## src/rtl/hoplite_packet_assembler.sv

```systemverilog
`default_nettype none
// =============================================================================
// hoplite_packet_assembler -- stages firmware field writes and queues packets
// toward the Hoplite injection port. Optional counter: HOPLITE_PACKET_COUNT_EN.
// Revision: 1.0
// =============================================================================
module hoplite_packet_assembler #(
  parameter int COORD_BITS           = 1,
  parameter int MULTICAST_GROUP_BITS = 1,
  parameter int MATRIX_TYPE_BITS     = 1,
  parameter int MATRIX_COORD_BITS    = 8,
  parameter int MATRIX_ELEMENT_BITS  = 32,
  parameter int FIFO_DEPTH_LOG2      = 2,
  parameter int PACKET_BITS          = 2*COORD_BITS + MULTICAST_GROUP_BITS + 2 +
                                       MATRIX_TYPE_BITS + 2*MATRIX_COORD_BITS +
                                       MATRIX_ELEMENT_BITS
) (
  input  logic                            clk,
  input  logic                            reset_n,
  input  logic [COORD_BITS-1:0]           x_coord_in,
  input  logic                            x_coord_in_valid,
  input  logic [COORD_BITS-1:0]           y_coord_in,
  input  logic                            y_coord_in_valid,
  input  logic [MULTICAST_GROUP_BITS-1:0] multicast_group_in,
  input  logic                            multicast_group_in_valid,
  input  logic                            done_flag_in,
  input  logic                            done_flag_in_valid,
  input  logic                            result_flag_in,
  input  logic                            result_flag_in_valid,
  input  logic [MATRIX_TYPE_BITS-1:0]     matrix_type_in,
  input  logic                            matrix_type_in_valid,
  input  logic [MATRIX_COORD_BITS-1:0]    matrix_x_coord_in,
  input  logic                            matrix_x_coord_in_valid,
  input  logic [MATRIX_COORD_BITS-1:0]    matrix_y_coord_in,
  input  logic                            matrix_y_coord_in_valid,
  input  logic [MATRIX_ELEMENT_BITS-1:0]  matrix_element_in,
  input  logic                            matrix_element_in_valid,
  input  logic                            packet_complete_in,
  output logic                            message_out_ready,
  output logic [PACKET_BITS-1:0]          packet_out,
  output logic                            packet_out_valid,
  input  logic                            packet_out_ready,
  output logic                            overflow_error,
  output logic [31:0]                     packets_sent
);

  localparam int c_depth = 1 << FIFO_DEPTH_LOG2;
  localparam logic [FIFO_DEPTH_LOG2:0] c_full_count = c_depth[FIFO_DEPTH_LOG2:0];

  logic [COORD_BITS-1:0]           r_x, r_y, w_x, w_y;
  logic [MULTICAST_GROUP_BITS-1:0] r_mcast, w_mcast;
  logic                            r_done, r_result, w_done, w_result;
  logic [MATRIX_TYPE_BITS-1:0]     r_type, w_type;
  logic [MATRIX_COORD_BITS-1:0]    r_mx, r_my, w_mx, w_my;
  logic [MATRIX_ELEMENT_BITS-1:0]  r_element, w_element;

  logic [PACKET_BITS-1:0]          r_mem [c_depth];
  logic [FIFO_DEPTH_LOG2-1:0]      r_wr_ptr, r_rd_ptr;
  logic [FIFO_DEPTH_LOG2:0]        r_count;
  logic                            r_overflow;
  logic                            w_full, w_push, w_pop;
  logic [PACKET_BITS-1:0]          w_push_word;

  always_ff @(posedge clk) begin
    if (!reset_n) begin
      r_x       <= '0;
      r_y       <= '0;
      r_mcast   <= '0;
      r_done    <= 1'b0;
      r_result  <= 1'b0;
      r_type    <= '0;
      r_mx      <= '0;
      r_my      <= '0;
      r_element <= '0;
    end else begin
      if (x_coord_in_valid)         r_x       <= x_coord_in;
      if (y_coord_in_valid)         r_y       <= y_coord_in;
      if (multicast_group_in_valid) r_mcast   <= multicast_group_in;
      if (done_flag_in_valid)       r_done    <= done_flag_in;
      if (result_flag_in_valid)     r_result  <= result_flag_in;
      if (matrix_type_in_valid)     r_type    <= matrix_type_in;
      if (matrix_x_coord_in_valid)  r_mx      <= matrix_x_coord_in;
      if (matrix_y_coord_in_valid)  r_my      <= matrix_y_coord_in;
      if (matrix_element_in_valid)  r_element <= matrix_element_in;
    end
  end

  // A field written in the same cycle as packet_complete_in must land in that packet.
  assign w_x       = x_coord_in_valid         ? x_coord_in         : r_x;
  assign w_y       = y_coord_in_valid         ? y_coord_in         : r_y;
  assign w_mcast   = multicast_group_in_valid ? multicast_group_in : r_mcast;
  assign w_done    = done_flag_in_valid       ? done_flag_in       : r_done;
  assign w_result  = result_flag_in_valid     ? result_flag_in     : r_result;
  assign w_type    = matrix_type_in_valid     ? matrix_type_in     : r_type;
  assign w_mx      = matrix_x_coord_in_valid  ? matrix_x_coord_in  : r_mx;
  assign w_my      = matrix_y_coord_in_valid  ? matrix_y_coord_in  : r_my;
  assign w_element = matrix_element_in_valid  ? matrix_element_in  : r_element;

  assign w_push_word = {w_x, w_y, w_mcast, w_done, w_result, w_type, w_mx, w_my, w_element};

  assign w_full            = (r_count == c_full_count);
  assign packet_out_valid  = (r_count != '0);
  assign message_out_ready = !w_full;
  assign packet_out        = r_mem[r_rd_ptr];
  assign overflow_error    = r_overflow;

  // A full FIFO still accepts a push when the head leaves in the same cycle.
  assign w_pop  = packet_out_valid && packet_out_ready;
  assign w_push = packet_complete_in && (!w_full || w_pop);

  always_ff @(posedge clk) begin
    if (!reset_n) begin
      for (int i = 0; i < c_depth; i++) r_mem[i] <= '0;
      r_wr_ptr   <= '0;
      r_rd_ptr   <= '0;
      r_count    <= '0;
      r_overflow <= 1'b0;
    end else begin
      if (w_push) begin
        r_mem[r_wr_ptr] <= w_push_word;
        r_wr_ptr        <= r_wr_ptr + 1'b1;
      end
      if (w_pop) r_rd_ptr <= r_rd_ptr + 1'b1;
      case ({w_push, w_pop})
        2'b10:   r_count <= r_count + 1'b1;
        2'b01:   r_count <= r_count - 1'b1;
        default: r_count <= r_count;
      endcase
      if (packet_complete_in && !w_push) r_overflow <= 1'b1;
    end
  end

`ifdef HOPLITE_PACKET_COUNT_EN
  logic [31:0] r_packets_sent;

  always_ff @(posedge clk) begin
    if (!reset_n)   r_packets_sent <= '0;
    else if (w_pop) r_packets_sent <= r_packets_sent + 32'd1;
  end

  assign packets_sent = r_packets_sent;
`else
  assign packets_sent = '0;
`endif

endmodule
`default_nettype wire

```

## config.mk

```make
export PLATFORM = sky130hd
export DESIGN_NAME = hoplite_packet_assembler
export DESIGN_NICKNAME = d
export VERILOG_FILES = /design/src/rtl/hoplite_packet_assembler.sv
export SDC_FILE = /design/constraint.sdc
export NUM_CORES = 1
export LEC_CHECK = 0
export ABC_CLOCK_PERIOD_IN_PS = 5100
export BUFFER_PORTS_ARGS = -buffer_cell sky130_fd_sc_hd__buf_2
export CAP_MARGIN = 20
export CORE_MARGIN = 2
export CORE_UTILIZATION = 35
export CTS_BUF_LIST = sky130_fd_sc_hd__clkbuf_8 sky130_fd_sc_hd__clkbuf_16
export DETAILED_ROUTE_END_ITERATION = 6
export PLACE_DENSITY_LB_ADDON = 0.2
export SLEW_MARGIN = 20
export SYNTH_ARGS = -nofsm -noshare
export SYNTH_HDL_FRONTEND = slang
export SYNTH_SLANG_ARGS = --single-unit
```

## constraint.sdc

```tcl
create_clock -name clk -period 5.1 [get_ports clk]
set_clock_uncertainty 0.05 [all_clocks]
set_input_delay 0.51 -clock clk [delete_from_list [all_inputs] [get_ports clk]]
set_output_delay 0.51 -clock clk [all_outputs]
set_load 0.02 [all_outputs]
```

==> metrics.md <==
| Metric | Value |
|---|---|
| Power Total | 5992 uW |
| Worst-path clk slew | 0.06 ns |
| Slew headroom | 36.14% |
| Post-route setup slack | 1.783 ns |
| Synthesized flop and latch total | 280 |
| Largest net degree at the start of global routing | 71 |
| Crit-path slowest cell | dfxtp_4 |
| PD cells | 438.5 mW/mm2 |
| First-pass GRT wire length | 40.68 mm |
| DR pass1 iterations | 4 |
| CP delay by family, top | flip-flops |
| Post-synth EDFFs | 216 |
| Worst setup SP type | register |
| Crit path DAT | 2.76 ns |
| Worst Setup End Kind | primary output |
| Vias per cell | 4.605 |
| Setup Viol. Count Final | 0 |
| IO buf count | 123 |
| Number of global-route vias before repair | 6835 |
| Syn Std Cell Area | 0.01183 mm2 |
| Routed via count | 6548 |
| Synth unique cells | 38 |
| CTS Buffer Depth | 3 |
| Seq/Total Area, Yosys | 65.64% |
| Synthesized area per cell | 14.09 um2 |
| P&R area growth vs syn | 15.47% |
| Slew Viols, Final | 0 |
| Async set-reset flop share out of synthesis | 0% |
| Number of antenna violations at the first check in global routing | 1 |
| Peak supply drop | 0.2732 mV |
| Share of cells above drive strength 1 | 33.37% |
| Hold_buf cts | 0 |
| Die span in x | 187.9 um |
| Dpl ws | 1.646 ns |
| Worst path max stage delay | 0.95 ns |
| Iteration-0 DRC count of the detailed router | 364 |
| Ant. Diodes | 0 |
| Post-CTS Setup Bufs | 0 |
| Clock sinks | 280 |
| Maximum clock rate | 0.3015 GHz |
| CP max FO | 42 |
| Aggregate global routing overflow | 0 |
| Crit path kind | register to primary output |
| Detailed-placement wirelength estimate | 14.29 mm |
| Root buffer cell | clkbuf_16 |
| Drt total wl | 25.99 mm |
| Die H | 187.9 um |
| Clk_lat worst skew | 0.56 ns |
| Initial Util | 35.38% |
| Most common cell after layout, fill and taps aside | edfxtp_1 |
| RSZ-0062 raised after global routing | false |
| Fin crit period | 3.317 ns |
| Final setup TNS | 0 ns |
| Die footprint | 0.03530 mm2 |
| Final GP Congestion | 0.6750 |
| Row cnt | 67 |
| # nets final | 1020 |
| Resize count post-CTS | 0 |
| Bufs and invs on worst path | 2 |
| Worst EP required | 4.54 ns |
| Yosys warns | 0 |
| Routed wire per std cell | 18.28 um |
| Io pins | 156 |
| Post-route ant nets | 0 |
| Most frequent cells in the layout | edfxtp_1 (216), nor2_1 (186), buf_2 (122), inv_1 (63), dfxtp_1 (62) |
| Endpoints failing hold | 0 |
| Max-Cap Viols | 0 |
| Core Region | 0.03345 mm2 |
| CTS buffer count | 30 |
| Remaining DRCs | 0 |
| CTS tree | built |
| Crit-path cells | buf_4 -> mux4_2 -> buf_2 |
| GRT Total Usage | 14.92% |
| Top_reg_cell synth | edfxtp_1 |
| Leakage power | 0.005447 uW |
| Gate Count Post-Synth | 840 |
| Path type of the worst min-delay path | primary input to register |
| Final period util | 65.03% |
| H-Tree Depth | 1 |
| Worst Max-Slew Pin Slew | 0.9543 ns |
| Status | finished, final reports clean |
==> power breakdown <==
| part | switching (uW) | internal (uW) | total (uW) |
|---|---|---|---|
| Clock | 892 | 1190 | 2080 |
| Sequential | 166 | 2660 | 2820 |
| Combinational | 632 | 455 | 1090 |
==> through the flow <==
step,std cells,util [%],cell area [um2],hold slack [ns]
4_1_cts,1422,40.85,13660,0.2605
2_1_floorplan,871,-,11960,0.4590
3_5_place_dp,1367,38.02,12720,0.4800
5_1_grt,1422,40.85,13660,0.3203
3_3_place_gp,1367,38.02,12720,0.4954
6_report,1422,40.85,13660,0.2955
==> cell type report <==
type / instances / area (um2)
clock buffer: 35 / 819.5
clock inverter: 20 / 128.9
fill: 3158 / 19780
inverter: 57 / 214.0
multi-input combinational: 453 / 3503
sequential: 280 / 7775
tap: 448 / 560.5
timing repair buffer: 129 / 663.1
==> worst register-to-register path, delay by kind of cell, from the launching register on <==
kind,cells,cell delay [ns]
DFF,1,0.45
and+or+nand+nor,2,0.81
buffers and inverters,1,0.56
AOI/OAI and AO/OA,1,0.97
==> synth_stat cells, types with 2 or more instances <==
library cell	number	area share (%)
edfxtp_1	216	55
nor2_1	186	5.9
dfxtp_1	64	11
nand2_1	61	1.9
inv_1	57	1.8
mux2_2	54	5.1
mux4_2	54	10
buf_4	33	2.1
buf_2	24	1.0
nor2_4	20	1.9
clkbuf_1	13	0.41
nor2_2	11	0.58
buf_6	6	0.57
o21ai_0	4	0.17
and2_1	3	0.16
buf_1	3	0.095
nor2b_1	3	0.16
or3_1	3	0.16
xnor2_1	3	0.22
buf_8	2	0.25
nand2b_1	2	0.11
or4b_1	2	0.17
==> routing by layer <==
metal | routed length, um | track usage [%] | share of wire [%] | up-vias
li1 | - | - | - | 3096
met1 | 11650 | 20.41 | 45 | 3250
met2 | 12560 | 25.00 | 48 | 172
met3 | 1332 | 2.396 | 5.1 | 30
met4 | 448 | 3.513 | 1.7 | 0
met5 | 0 | 0 | 0 | -
==> sequential cells by signal (all words and copies together) (netlist names), named ones only <==
| register | count |
|---|---|
| r_rd_ptr | 2 |
| r_type | 1 |
| r_x | 1 |
| r_done | 1 |
| r_mem | 216 |
| r_count | 3 |
| r_element | 32 |
| r_my | 8 |
| overflow_error | 1 |
| r_wr_ptr | 2 |
| r_y | 1 |
| r_result | 1 |
| r_mx | 8 |
| r_mcast | 1 |
==> cells by family after synthesis <==
group           Yosys count  share of synthesized area (%)
mux                     109                          15.50
xor+xnor                  4                         0.2961
flops                   280                          65.64
buf+inv                 138                          6.249
fa+ha+maj                 2                         0.2749
other cells               1                        0.03169
simple gates            297                          11.52
compound gates            9                         0.4864
==> path summary, 6_finish.rpt <==
path | slack [ns] | to | cells past startpoint | startpoint
hold / removal | 0.30 | overflow_error$_SDFFE_PN0P_ | 3 | packet_complete_in
setup / recovery | 1.78 | packet_out[3] | 3 | register
hold reg to reg | 0.49 | overflow_error$_SDFFE_PN0P_ | 2 | overflow_error$_SDFFE_PN0P_
setup reg to reg | 1.89 | r_mem[2][41]$_SDFFCE_PN0P_ | 4 | r_count[1]$_SDFFE_PN0P_
(Power assumes the default switching activity.)
